===== src/rtl/dpram_rmw_ctrl_if.sv =====
// Request/response channel bundle for dpram_rmw_ctrl.
// The master drives requests and accepts responses; the slave is the controller.
interface dpram_rmw_ctrl_if #(
  parameter int unsigned WIDTH = 32,
  parameter int unsigned AW    = 5
);
  logic             req_valid;
  logic             req_ready;
  logic [1:0]       req_op;
  logic [AW-1:0]    req_addr;
  logic [WIDTH-1:0] req_data;
  logic             rsp_valid;
  logic             rsp_ready;
  logic [WIDTH-1:0] rsp_data;
  logic             rsp_ovf;

  modport master (
    output req_valid, req_op, req_addr, req_data, rsp_ready,
    input  req_ready, rsp_valid, rsp_data, rsp_ovf
  );

  modport slave (
    input  req_valid, req_op, req_addr, req_data, rsp_ready,
    output req_ready, rsp_valid, rsp_data, rsp_ovf
  );
endinterface


===== src/rtl/dpram_rmw_ctrl.sv =====
// Read-modify-write controller for a synchronous dual-port RAM (port 0 reads, port 1 writes).
// Define RMW_SAT_EN to make ADD saturate to all-ones instead of wrapping.
module dpram_rmw_ctrl #(
  parameter int unsigned WIDTH = 32,
  parameter int unsigned DEPTH = 32,
  localparam int unsigned AW = (DEPTH > 1) ? $clog2(DEPTH) : 1
) (
  input  logic             clk,
  input  logic             rst_n,
  dpram_rmw_ctrl_if.slave  bus,
  output logic             init_done,
  output logic             ram_p0_en,
  output logic [AW-1:0]    ram_p0_addr,
  output logic             ram_p0_we,
  output logic [WIDTH-1:0] ram_p0_din,
  input  logic [WIDTH-1:0] ram_p0_dout,
  output logic             ram_p1_en,
  output logic [AW-1:0]    ram_p1_addr,
  output logic             ram_p1_we,
  output logic [WIDTH-1:0] ram_p1_din
);

  localparam logic [2:0] StInit = 3'd0;
  localparam logic [2:0] StIdle = 3'd1;
  localparam logic [2:0] StRd   = 3'd2;
  localparam logic [2:0] StWr   = 3'd3;
  localparam logic [2:0] StRsp  = 3'd4;

  localparam logic [1:0] OpRead  = 2'b00;
  localparam logic [1:0] OpWrite = 2'b01;
  localparam logic [1:0] OpAdd   = 2'b10;
  localparam logic [1:0] OpClear = 2'b11;

  localparam logic [AW-1:0] LastAddr = AW'(DEPTH - 1);
  localparam logic [AW:0]   DepthW   = (AW + 1)'(DEPTH);
  localparam bit            Pow2     = (DEPTH == (32'd1 << AW));

  logic [2:0]       state_q, state_d;
  logic [AW-1:0]    init_addr_q, init_addr_d;
  logic [1:0]       op_q, op_d;
  logic [AW-1:0]    addr_q, addr_d;
  logic [WIDTH-1:0] data_q, data_d;
  logic [WIDTH-1:0] rsp_data_q, rsp_data_d;
  logic             rsp_ovf_q, rsp_ovf_d;
  logic             init_done_q, init_done_d;

  logic             addr_ok;
  logic [WIDTH-1:0] old_val;
  logic [WIDTH:0]   sum;
  logic [WIDTH-1:0] add_val;
  logic [WIDTH-1:0] new_val;

  always_comb begin
    addr_ok = Pow2 ? 1'b1 : ({1'b0, addr_q} < DepthW);
    old_val = addr_ok ? ram_p0_dout : '0;
    sum     = {1'b0, old_val} + {1'b0, data_q};
`ifdef RMW_SAT_EN
    add_val = sum[WIDTH] ? '1 : sum[WIDTH-1:0];
`else
    add_val = sum[WIDTH-1:0];
`endif
    unique case (op_q)
      OpWrite: new_val = data_q;
      OpAdd:   new_val = add_val;
      OpClear: new_val = '0;
      default: new_val = old_val;
    endcase
  end

  always_comb begin
    state_d       = state_q;
    init_addr_d   = init_addr_q;
    op_d          = op_q;
    addr_d        = addr_q;
    data_d        = data_q;
    rsp_data_d    = rsp_data_q;
    rsp_ovf_d     = rsp_ovf_q;
    init_done_d   = init_done_q;
    bus.req_ready = 1'b0;
    bus.rsp_valid = 1'b0;
    ram_p0_en     = 1'b0;
    ram_p0_addr   = '0;
    ram_p0_we     = 1'b0;
    ram_p0_din    = '0;
    ram_p1_en     = 1'b0;
    ram_p1_addr   = '0;
    ram_p1_we     = 1'b0;
    ram_p1_din    = '0;

    case (state_q)
      StInit: begin
        ram_p1_en   = 1'b1;
        ram_p1_we   = 1'b1;
        ram_p1_addr = init_addr_q;
        init_addr_d = init_addr_q + 1'b1;
        if (init_addr_q == LastAddr) begin
          init_addr_d = '0;
          init_done_d = 1'b1;
          state_d     = StIdle;
        end
      end
      StIdle: begin
        bus.req_ready = 1'b1;
        if (bus.req_valid) begin
          op_d    = bus.req_op;
          addr_d  = bus.req_addr;
          data_d  = bus.req_data;
          state_d = StRd;
        end
      end
      StRd: begin
        ram_p0_en   = 1'b1;
        ram_p0_addr = addr_q;
        state_d     = StWr;
      end
      StWr: begin
        rsp_data_d = old_val;
        rsp_ovf_d  = (op_q == OpAdd) && sum[WIDTH] && addr_ok;
        if ((op_q != OpRead) && addr_ok) begin
          ram_p1_en   = 1'b1;
          ram_p1_we   = 1'b1;
          ram_p1_addr = addr_q;
          ram_p1_din  = new_val;
        end
        state_d = StRsp;
      end
      StRsp: begin
        bus.rsp_valid = 1'b1;
        if (bus.rsp_ready) state_d = StIdle;
      end
      default: state_d = StInit;
    endcase

    // The reset state is INIT, whose sweep write must stay invisible until reset is released.
    if (!rst_n) begin
      ram_p1_en   = 1'b0;
      ram_p1_we   = 1'b0;
      ram_p1_addr = '0;
    end
  end

  always_ff @(posedge clk or negedge rst_n) begin
    if (!rst_n) begin
      state_q     <= StInit;
      init_addr_q <= '0;
      op_q        <= OpRead;
      addr_q      <= '0;
      data_q      <= '0;
      rsp_data_q  <= '0;
      rsp_ovf_q   <= 1'b0;
      init_done_q <= 1'b0;
    end else begin
      state_q     <= state_d;
      init_addr_q <= init_addr_d;
      op_q        <= op_d;
      addr_q      <= addr_d;
      data_q      <= data_d;
      rsp_data_q  <= rsp_data_d;
      rsp_ovf_q   <= rsp_ovf_d;
      init_done_q <= init_done_d;
    end
  end

  assign bus.rsp_data = rsp_data_q;
  assign bus.rsp_ovf  = rsp_ovf_q;
  assign init_done    = init_done_q;

endmodule

===== src/flat_wrapper.sv =====
// flat-port wrapper written by rule: the top's interface ports become plain ports
module dpram_rmw_ctrl_flat 
#(
  parameter int unsigned WIDTH = 32,
  parameter int unsigned DEPTH = 32,
  localparam int unsigned AW = (DEPTH > 1) ? $clog2(DEPTH) : 1
)
  (clk, rst_n, init_done, ram_p0_en, ram_p0_addr, ram_p0_we, ram_p0_din, ram_p0_dout, ram_p1_en, ram_p1_addr, ram_p1_we, ram_p1_din, bus_req_valid, bus_req_op, bus_req_addr, bus_req_data, bus_rsp_ready, bus_req_ready, bus_rsp_valid, bus_rsp_data, bus_rsp_ovf);
  dpram_rmw_ctrl_if #(.WIDTH(WIDTH)) bus_i ();
  input  logic clk;
  input  logic rst_n;
  output logic init_done;
  output logic ram_p0_en;
  output logic [AW-1:0] ram_p0_addr;
  output logic ram_p0_we;
  output logic [WIDTH-1:0] ram_p0_din;
  input  logic [WIDTH-1:0] ram_p0_dout;
  output logic ram_p1_en;
  output logic [AW-1:0] ram_p1_addr;
  output logic ram_p1_we;
  output logic [WIDTH-1:0] ram_p1_din;
  input wire logic [$bits(bus_i.req_valid)-1:0] bus_req_valid;
  input wire logic [$bits(bus_i.req_op)-1:0] bus_req_op;
  input wire logic [$bits(bus_i.req_addr)-1:0] bus_req_addr;
  input wire logic [$bits(bus_i.req_data)-1:0] bus_req_data;
  input wire logic [$bits(bus_i.rsp_ready)-1:0] bus_rsp_ready;
  output wire logic [$bits(bus_i.req_ready)-1:0] bus_req_ready;
  output wire logic [$bits(bus_i.rsp_valid)-1:0] bus_rsp_valid;
  output wire logic [$bits(bus_i.rsp_data)-1:0] bus_rsp_data;
  output wire logic [$bits(bus_i.rsp_ovf)-1:0] bus_rsp_ovf;
  assign bus_i.req_valid = bus_req_valid;
  assign bus_i.req_op = bus_req_op;
  assign bus_i.req_addr = bus_req_addr;
  assign bus_i.req_data = bus_req_data;
  assign bus_i.rsp_ready = bus_rsp_ready;
  assign bus_req_ready = bus_i.req_ready;
  assign bus_rsp_valid = bus_i.rsp_valid;
  assign bus_rsp_data = bus_i.rsp_data;
  assign bus_rsp_ovf = bus_i.rsp_ovf;
  dpram_rmw_ctrl #(.WIDTH(WIDTH), .DEPTH(DEPTH)) u_core (.clk(clk), .rst_n(rst_n), .bus(bus_i), .init_done(init_done), .ram_p0_en(ram_p0_en), .ram_p0_addr(ram_p0_addr), .ram_p0_we(ram_p0_we), .ram_p0_din(ram_p0_din), .ram_p0_dout(ram_p0_dout), .ram_p1_en(ram_p1_en), .ram_p1_addr(ram_p1_addr), .ram_p1_we(ram_p1_we), .ram_p1_din(ram_p1_din));
endmodule

===== config.mk =====
export PLATFORM = sky130hd
export DESIGN_NAME = dpram_rmw_ctrl_flat
export DESIGN_NICKNAME = d
export VERILOG_FILES = /design/src/rtl/dpram_rmw_ctrl_if.sv /design/src/rtl/dpram_rmw_ctrl.sv /design/src/flat_wrapper.sv
export SDC_FILE = /design/constraint.sdc
export NUM_CORES = 1
export LEC_CHECK = 0
export BUFFER_PORTS_ARGS = -buffer_cell sky130_fd_sc_hd__buf_2
export CAP_MARGIN = 20
export CORE_MARGIN = 4
export CORE_UTILIZATION = 40
export CTS_BUF_LIST = sky130_fd_sc_hd__clkbuf_16
export DETAILED_ROUTE_END_ITERATION = 12
export HOLD_SLACK_MARGIN = 0.1
export MAX_ROUTING_LAYER = met4
export PLACE_DENSITY = 0.7
export SETUP_SLACK_MARGIN = 0.2
export SLEW_MARGIN = 20
export SYNTH_ARGS = -nofsm -noshare
export SYNTH_HDL_FRONTEND = slang
export SYNTH_SLANG_ARGS = --single-unit

===== constraint.sdc =====
create_clock -name clk -period 7.2 [get_ports clk]
set_clock_uncertainty 0.05 [all_clocks]
set_input_delay 0.72 -clock clk [delete_from_list [all_inputs] [get_ports clk]]
set_output_delay 0.72 -clock clk [all_outputs]
set_load 0.01 [all_outputs]

==> results of run 1 <==
## state kept, by name, summed over array words and instances, names as in the netlist
| name | flops |
|---|---|
| u_core.bus.rsp_ovf | 1 |
| u_core.data_q | 32 |
| u_core.init_done | 1 |
| u_core.bus.rsp_data | 32 |
| u_core.state_q | 3 |
| u_core.init_addr_q | 5 |
| u_core.addr_q | 5 |
| u_core.op_q | 2 |
## final cells by class
type                    instances  share of cell area [%]
multi-input cells             480                   49.10
flip-flops and latches         81                   29.37
repair buffers                160                   11.82
clock buffers                   9                   3.264
well taps                     180                   3.264
clock inverters                 6                   2.248
inverters                      17                  0.9248
## how the worst min path moves through the flow
stage,start,to,slack (ns),depth (start not counted)
3_5_place_dp,u_core.init_done$_DFFE_PN0P_,u_core.init_done$_DFFE_PN0P_,0.41,1
6_report,rst_n,u_core.addr_q[3]$_DFFE_PN0P_,0.30,1
5_1_grt,rst_n,u_core.addr_q[3]$_DFFE_PN0P_,0.33,1
3_3_place_gp,u_core.init_done$_DFFE_PN0P_,u_core.init_done$_DFFE_PN0P_,0.40,1
4_1_cts,rst_n,u_core.addr_q[3]$_DFFE_PN0P_,0.31,1
2_1_floorplan,rst_n,u_core.addr_q[0]$_DFFE_PN0P_,0.37,0
## Yosys cell counts, types with 10 or more instances
cell,n
xor2_1,13
nand3_1,10
xnor2_1,11
nand2b_1,10
a21oi_1,35
mux2_2,69
ha_1,34
o21ai_0,41
nor2_1,38
dfrtp_1,81
clkbuf_1,16
buf_4,36
a22oi_1,16
nand2_1,58
inv_1,17
## cells by family after synthesis
logic type	synth area share (%)
AOI/OAI and AO/OA	17.99
xor gates and xnor gates	3.664
adders and majority gates	7.764
buffers and inverters	7.808
DFF	35.33
muxes	13.89
other	0.06537
and+or+nand+nor	13.48
## critical path, delay by kind of cell
kind / cells / cell delay [ns]
buffers and inverters: 3 / 0.34
xor gates and xnor gates: 1 / 0.19
and+or+nand+nor: 1 / 0.19
adders and majority gates: 2 / 0.57
AOI/OAI and AO/OA: 5 / 1.37
## layout by cell type (no fill, tap or decap), drive strengths merged, types with 3 or more instances in the layout
cell and count:
o311ai 3, a211oi 3, a22oi 16, nor2b 8
a21oi 36, o31ai 4, nand2 58, nand4 8
clkbuf 9, ha 34, and3 8, xnor2 11
a211o 5, inv 17, nand3 10, o211ai 3
buf 160, a21o 9, dfrtp 81, o21ai 44
nor3 6, o21a 3, a221oi 4, conb 33
xor2 13, nand2b 10, a31oi 4, nor2 38
mux2 69, bufinv 5, o21bai 8, or3 4
nor4 6
## through the flow
step           utilization (%)  instances  total power [W]  hold WS [ns]  worst slack, ns
6_report                 49.33        933         0.003092        0.2995            3.033
3_5_place_dp             46.57        918         0.002487        0.4066            3.021
4_1_cts                  49.29        933         0.003099        0.3125            3.011
2_1_floorplan                -        641         0.002054        0.3744            3.689
5_1_grt                  49.33        933         0.003323        0.3343            2.879
3_3_place_gp             46.57        918         0.002464        0.4006            3.103
## routing by layer
layer,routed length (um),part of all wire [%],vias to the layer above,track usage [%]
met1,6958,45,2402,24.99
li1,-,-,2413,-
met5,0,0,-,-
met2,7304,48,159,30.13
met3,881,5.7,11,3.417
met4,187,1.2,0,4.931
## power breakdown
part / switching [W] / internal [W] / leakage (nW) / total, W
clock network: 0.000188 / 0.000407 / 0.185 / 0.000594
logic: 0.000916 / 0.000734 / 2.17 / 0.00165
registers: 0.000166 / 0.000682 / 0.965 / 0.000848
total: 0.00127 / 0.00182 / 3.32 / 0.00309
==> key figures, run 1 <==
Yosys
  • Post-Syn Area: approximately 0.0057 mm^2
  • Seq/Total Area, Yosys: roughly a third
  • Number of synthesized flops with an enable pin: 0
  • Synth warn: 0
  • FFs w/ async S/R, synth: 100.0%
  • Cells after synthesis: 609
  • Top FF cell, synth: dfrtp_1
  • Synth area leaders: dfrtp_1 35%, mux2_2 14%, ha_1 7.4%, buf_4 4.7%, nand2_1 3.8%
  • Syn avg cell area: 9.420 um^2
  • Post-synth top area share: about a third
  • Yosys reg bits: between 80 and 90
  • Netlist cell types: between 60 and 70
  • Area leader, netlist: dfrtp_1

Worst setup path
  • Critical Path Sink: ram_p1_din[22]
  • Crit-path slowest cell: o311ai_2
  • Critical R2R Capture: u_core.bus.rsp_ovf$_DFFE_PN0P_
  • Worst Path Required: approximately 6.4 ns
  • Startpoint types: primary input
  • CP endpoint kind: primary output
  • Max incr delay on CP: 0.54 ns
  • Worst Setup Path Type: primary input to primary output
  • Reg-to-reg startpoint: u_core.data_q[0]$_DFFE_PN0P_
  • Crit path DAT: between 3 and 4 ns
  • Worst-path cell chain: buf_2, ha_1, inv_1, fa_1, nand2b_1, a21oi_1, o21ai_1, o311ai_2, a21oi_1, xor2_1, o21ai_0, buf_2
  • R2R Setup Slk: roughly 4.5 ns
  • CP startpoint: ram_p0_dout[0]
  • CP Max Fanout: 4
  • Worst Reg-to-Reg Cells: 9

Drt
  • DR iter-0 viols: about 330
  • Pre-antenna DRT Iters: 5
  • Wire per inst: 16.43 um
  • Vias per cell: approximately 5.3
  • Final WL: ~15000 um
  • Vias: ~5000
  • Antenna viol nets, final: 0
  • DRC: 0

STA
  • Period utilization: 57.88%
  • Fin. max-slew vios: 0
  • Worst Max-Slew Pin Slew: around 1.0 ns
  • Achievable frequency: between 200 and 250 MHz
  • RSZ-0062 raised after global routing: no
  • Final TNS setup: 0 ns
  • Slew margin rel.: 30.76%
  • Final setup fails: 0
  • Final Hold Vio Count: 0
  • Tmin final: 4.167 ns

Cells and area
  • Fill cells: 1349
  • Register area: 0.002027 mm^2
  • Number of diodes: 0
  • Syn-to-layout area delta: 20.28%
  • Final-stage net count: between 800 and 900
  • Area occupied by multi-input gates: 0.003388 mm^2
  • Design Area, Final: around 0.007 mm^2
  • Share of layout cells above drive strength 1: between 30% and 40%

Die
  • I/O pins: ~190
  • Placeable Area: roughly 0.014 mm^2
  • Die width: 127.8 um
  • Die Area: between 0.015 and 0.02 mm^2
  • Rows: 43
  • Initial Util: roughly two fifths
  • Die H: around 130 um

GRT
  • Initial antenna violation count: 0
  • First-pass GRT wire length: ~24000 um
  • Gr ovfl total: 0
  • Largest net degree at the start of global routing: 51
  • GR Util All Layers: 18.92%
  • Vias in the first global route: 4761

Status
  • Status: completed

Clock network
  • CTS max path bufs: 2
  • Post-cts sizing count: 0
  • Hold_buf cts: 0
  • Root buffer cell: clkbuf_16
  • CTS Sinks: 81
  • Worst-Skew Late Latency: between 0.3 and 0.4 ns
  • CTS buffer count: 9
  • CTS HTree Levels: 3
  • Post-CTS Setup Inserts: 0
  • TritonCTS clock tree: built
  • Clk slew on worst S/H paths: approximately 0.060 ns

Job
  • MaxCap Viol Count: 0

Pwr
  • Leakage: between 3 and 4 nW
  • PD cells: between 400 and 500 mW/mm^2
  • Peak supply drop: between 0.15 and 0.2 mV

Placement
  • Dpl hpwl: about 12000 um
  • Placed cell area: 0.006515 mm^2
  • RD Place Congestion: roughly 0.95
  • Input/output buffers: 155

Min path
  • HP Class: primary input to async pin
No activity file was read; power rests on OpenSTA's default activity.
==> inputs of run 2 (changes only) <==
ABC_AREA = 1   (was not set)
PLACE_DENSITY = 0.68   (was 0.7)
clock period = 4.3 ns   (was 7.2 ns; I/O delays follow)
==> key figures, run 2 <==
Pwr
  • Peak supply drop: 0.4217 mV (+130%)
  • Pwr Total: 0.005296 W (+71%)
  • Leakage: 4.264 nW (+28%)
  • PD cells: 700.5 mW/mm^2 (+56%)

STA
  • Final TNS setup: 0 ns (unchanged)
  • Final setup fails: 0 (unchanged)
  • Fin. max-slew vios: 0 (unchanged)
  • Slew margin rel.: 29.28% (-1.5 points)
  • Period utilization: about 72%
  • RSZ-0062 raised after global routing: no
  • Worst Max-Slew Pin Slew: 1.060 ns (+0.02111 ns)
  • Final Hold Vio Count: 0 (unchanged)
  • Tmin final: 3.101 ns
  • Achievable frequency: about 320 MHz

Cells and area
  • Area occupied by multi-input gates: 0.003596 mm^2 (+6.1%)
  • Most frequent cells in the layout: 259 x nand2_1, 154 x buf_2, 140 x inv_1
  • Share of layout cells above drive strength 1: 24.88% (-9.2 points)
  • Final-stage net count: 1154 (+34%)
  • Commonest non-fill, non-tap cell in the layout: nand2_1
  • Register area: 0.002027 mm^2 (unchanged)
  • Syn-to-layout area delta: 18.19%
  • Fill cells: 1620 (+20%)

Yosys
  • Syn avg cell area: 7.179 um^2 (-24%)
  • Synth top cells by count: 259 x nand2_1, 140 x inv_1, 81 x dfrtp_1
  • Number of synthesized flops with an enable pin: 0 (unchanged)
  • Count leader, synth: nand2_1
  • Synth area leaders: dfrtp_1 32%, nand2_1 15%, mux2_2 8.5%, inv_1 8.2%, ha_1 6.7%
  • Yosys reg bits: 81 (unchanged)
  • Seq/Total Area, Yosys: 31.69% (-3.6 points)
  • Area leader, netlist: dfrtp_1
  • Netlist cell types: 35 (-44%)
  • Post-synth top area share: 31.69% (-3.6 points)
  • Synth warn: 0 (unchanged)
  • FFs w/ async S/R, synth: 100.0% (unchanged)
  • Post-Syn Area: 0.006396 mm^2 (+11%)
  • Cells after synthesis: 891 (+46%)
  • Top FF cell, synth: dfrtp_1

GRT
  • Largest net degree at the start of global routing: 60 (+18%)
  • GR Util All Layers: 20.20% (+1.3 points)
  • Vias in the first global route: 5582 (+17%)
  • First-pass GRT wire length: 28100 um (+17%)
  • Gr ovfl total: 0 (unchanged)
  • Initial antenna violation count: 1 (+1)

Worst setup path
  • Reg-to-reg startpoint: u_core.data_q[0]$_DFFE_PN0P_
  • Worst-path cell chain: ha_1, inv_1, fa_1, inv_1, nand3_1, nand3_1, nand2_1, nand2_1, inv_1, o211ai_1, nand3_1, a21oi_1, buf_2
  • R2R Setup Slk: 2.04 ns (-2.41 ns)
  • Worst Reg-to-Reg Cells: 12 (+3)
  • Startpoint types: register
  • CP endpoint kind: primary output
  • Max incr delay on CP: 0.40 ns (-0.14 ns)
  • Crit-path slowest cell: fa_1
  • Worst Path Required: 3.82 ns (-2.61 ns)
  • Worst Setup Path Type: register to primary output
  • CP Max Fanout: 4 (unchanged)
  • Critical R2R Capture: u_core.bus.rsp_ovf$_DFFE_PN0P_
  • Crit path DAT: 2.62 ns (-0.78 ns)
  • CP startpoint: u_core.data_q[0]$_DFFE_PN0P_

Die
  • I/O pins: 189 (unchanged)
  • Die width: 134.5 um (+5.2%)
  • Die Area: 0.01808 mm^2 (+11%)
  • Initial Util: 41.46% (+0.45 points)
  • Rows: 45 (+4.7%)
  • Die H: 134.5 um (+5.2%)
  • Placeable Area: 0.01543 mm^2 (+10%)

Drt
  • Pre-antenna DRT Iters: 5 (unchanged)
  • Vias: 5956 (+19%)
  • Final WL: 18010 um (+17%)
  • Vias per cell: 4.723 (-12%)
  • DR iter-0 viols: 351 (+5.7%)
  • Antenna viol nets, final: 0 (unchanged)
  • Wire per inst: 14.28 um (-13%)
  • DRC: 0 (unchanged)

Clock network
  • Clk slew on worst S/H paths: 0.07 ns (about the same)
  • CTS max path bufs: 2 (unchanged)
  • CTS HTree Levels: 3 (unchanged)
  • Worst-Skew Late Latency: 0.35 ns (about the same)
  • CTS buffer count: 9 (unchanged)
  • Post-cts sizing count: 0 (unchanged)
  • Root buffer cell: clkbuf_16
  • TritonCTS clock tree: built
  • CTS Sinks: 81 (unchanged)

Min path
  • HP Class: primary input to register
  • Worst hold endpoint: u_core.data_q[2]$_DFFE_PN0P_
  • Hold Crit Start: bus_req_data[2]
  • Hold path cells: 2

Placement
  • Input/output buffers: 155 (unchanged)
  • RD Place Congestion: 0.9862 (+4.2%)
  • Dpl hpwl: 14320 um (+24%)

Job
  • MaxCap Viol Count: 0 (unchanged)

Status
  • Status: completed
## run 2: cell count changes in the layout (fill, tap and decap cells not counted), sizes merged, moves of 7 or more
cell    previous run  this run
nand2             58       266
nand3             10        46
mux2              69        62
and3               8         0
xnor2             11         1
a22oi             16         6
o21ai             44        17
a21oi             36        76
nor2b              8         0
nor2              38        75
nand2b            10         0
xor2              13         0
inv               17       145
## run 2: worst max path at each step
| stage | slack, ns | end | cells past startpoint |
|---|---|---|---|
| floorplan | 1.89 | ram_p1_din[16] | 12 |
| global placement | 1.49 | ram_p1_din[16] | 14 |
| detailed placement | 1.45 | ram_p1_din[16] | 14 |
| CTS | 1.20 | ram_p1_din[16] | 13 |
| global route | 0.93 | ram_p1_din[16] | 13 |
| finish | 1.20 | ram_p1_din[16] | 13 |
## run 2: critical path: cells and delay by family, from the launching register on
kind                     cells  cell delay [ns]
adder cells (fa/ha/maj)      2             0.62
AND/OR/NAND/NOR              5             0.57
buffers and inverters        4             0.40
flip-flops                   1             0.38
AO/OA/AOI/OAI                2             0.31
## run 2: power breakdown
part	total, W	leakage [nW]	switching (W)	internal (W)
logic	0.00310	3.16	0.00188	0.00122
clock network	0.000793	0.151	0.000336	0.000457
registers	0.00140	0.949	0.000254	0.00115
## run 2: cell type report
type	count	share of cell area, %
well taps	211	3.492
flip-flops and latches	81	26.81
clock inverters	7	1.043
clock buffers	9	2.979
repair buffers	161	10.92
multi-input cells	647	47.57
diodes	1	0.03310
inverters	144	7.150
## run 2: cell families (layout without fill, tap and decap cells)
kind of cell | Yosys count | after routing | synth area share [%]
buf+inv | 195 | 321 | 14.01
simple gates | 409 | 409 | 26.27
compound gates | 107 | 107 | 9.136
other cells | 1 | 34 | 0.05863
fa+ha+maj | 35 | 35 | 6.964
mux | 62 | 62 | 11.74
xor+xnor | 1 | 1 | 0.1370
flops | 81 | 81 | 31.69
## run 2: through the flow
step	instance area, um^2	setup slack [ns]	instances	util [%]	hold slack (ns)
after floorplan	6516	1.889	923	-	0.08441
after global placement	7243	1.486	1243	46.95	0.3794
after detailed placement	7243	1.454	1243	46.95	0.3922
after CTS	7557	1.203	1260	48.99	0.2429
after global routing	7560	0.9283	1261	49.00	0.2474
final	7560	1.199	1261	49.00	0.2529
## run 2: layer usage
metal / up-vias / global-route usage, % / wire length, um
li1: 3072 / - / -
met1: 2684 / 27.23 / 8615
met2: 180 / 30.81 / 7866
met3: 20 / 4.322 / 1212
met4: 0 / 5.826 / 312
met5: - / - / 0
## run 2: timing repair
| action | 4_1_cts | 5_1_grt |
|---|---|---|
| endpoints found under the hold margin | 36 | 0 |
| hold buffers | 1 | 0 |
| setup buffers | 0 | 0 |
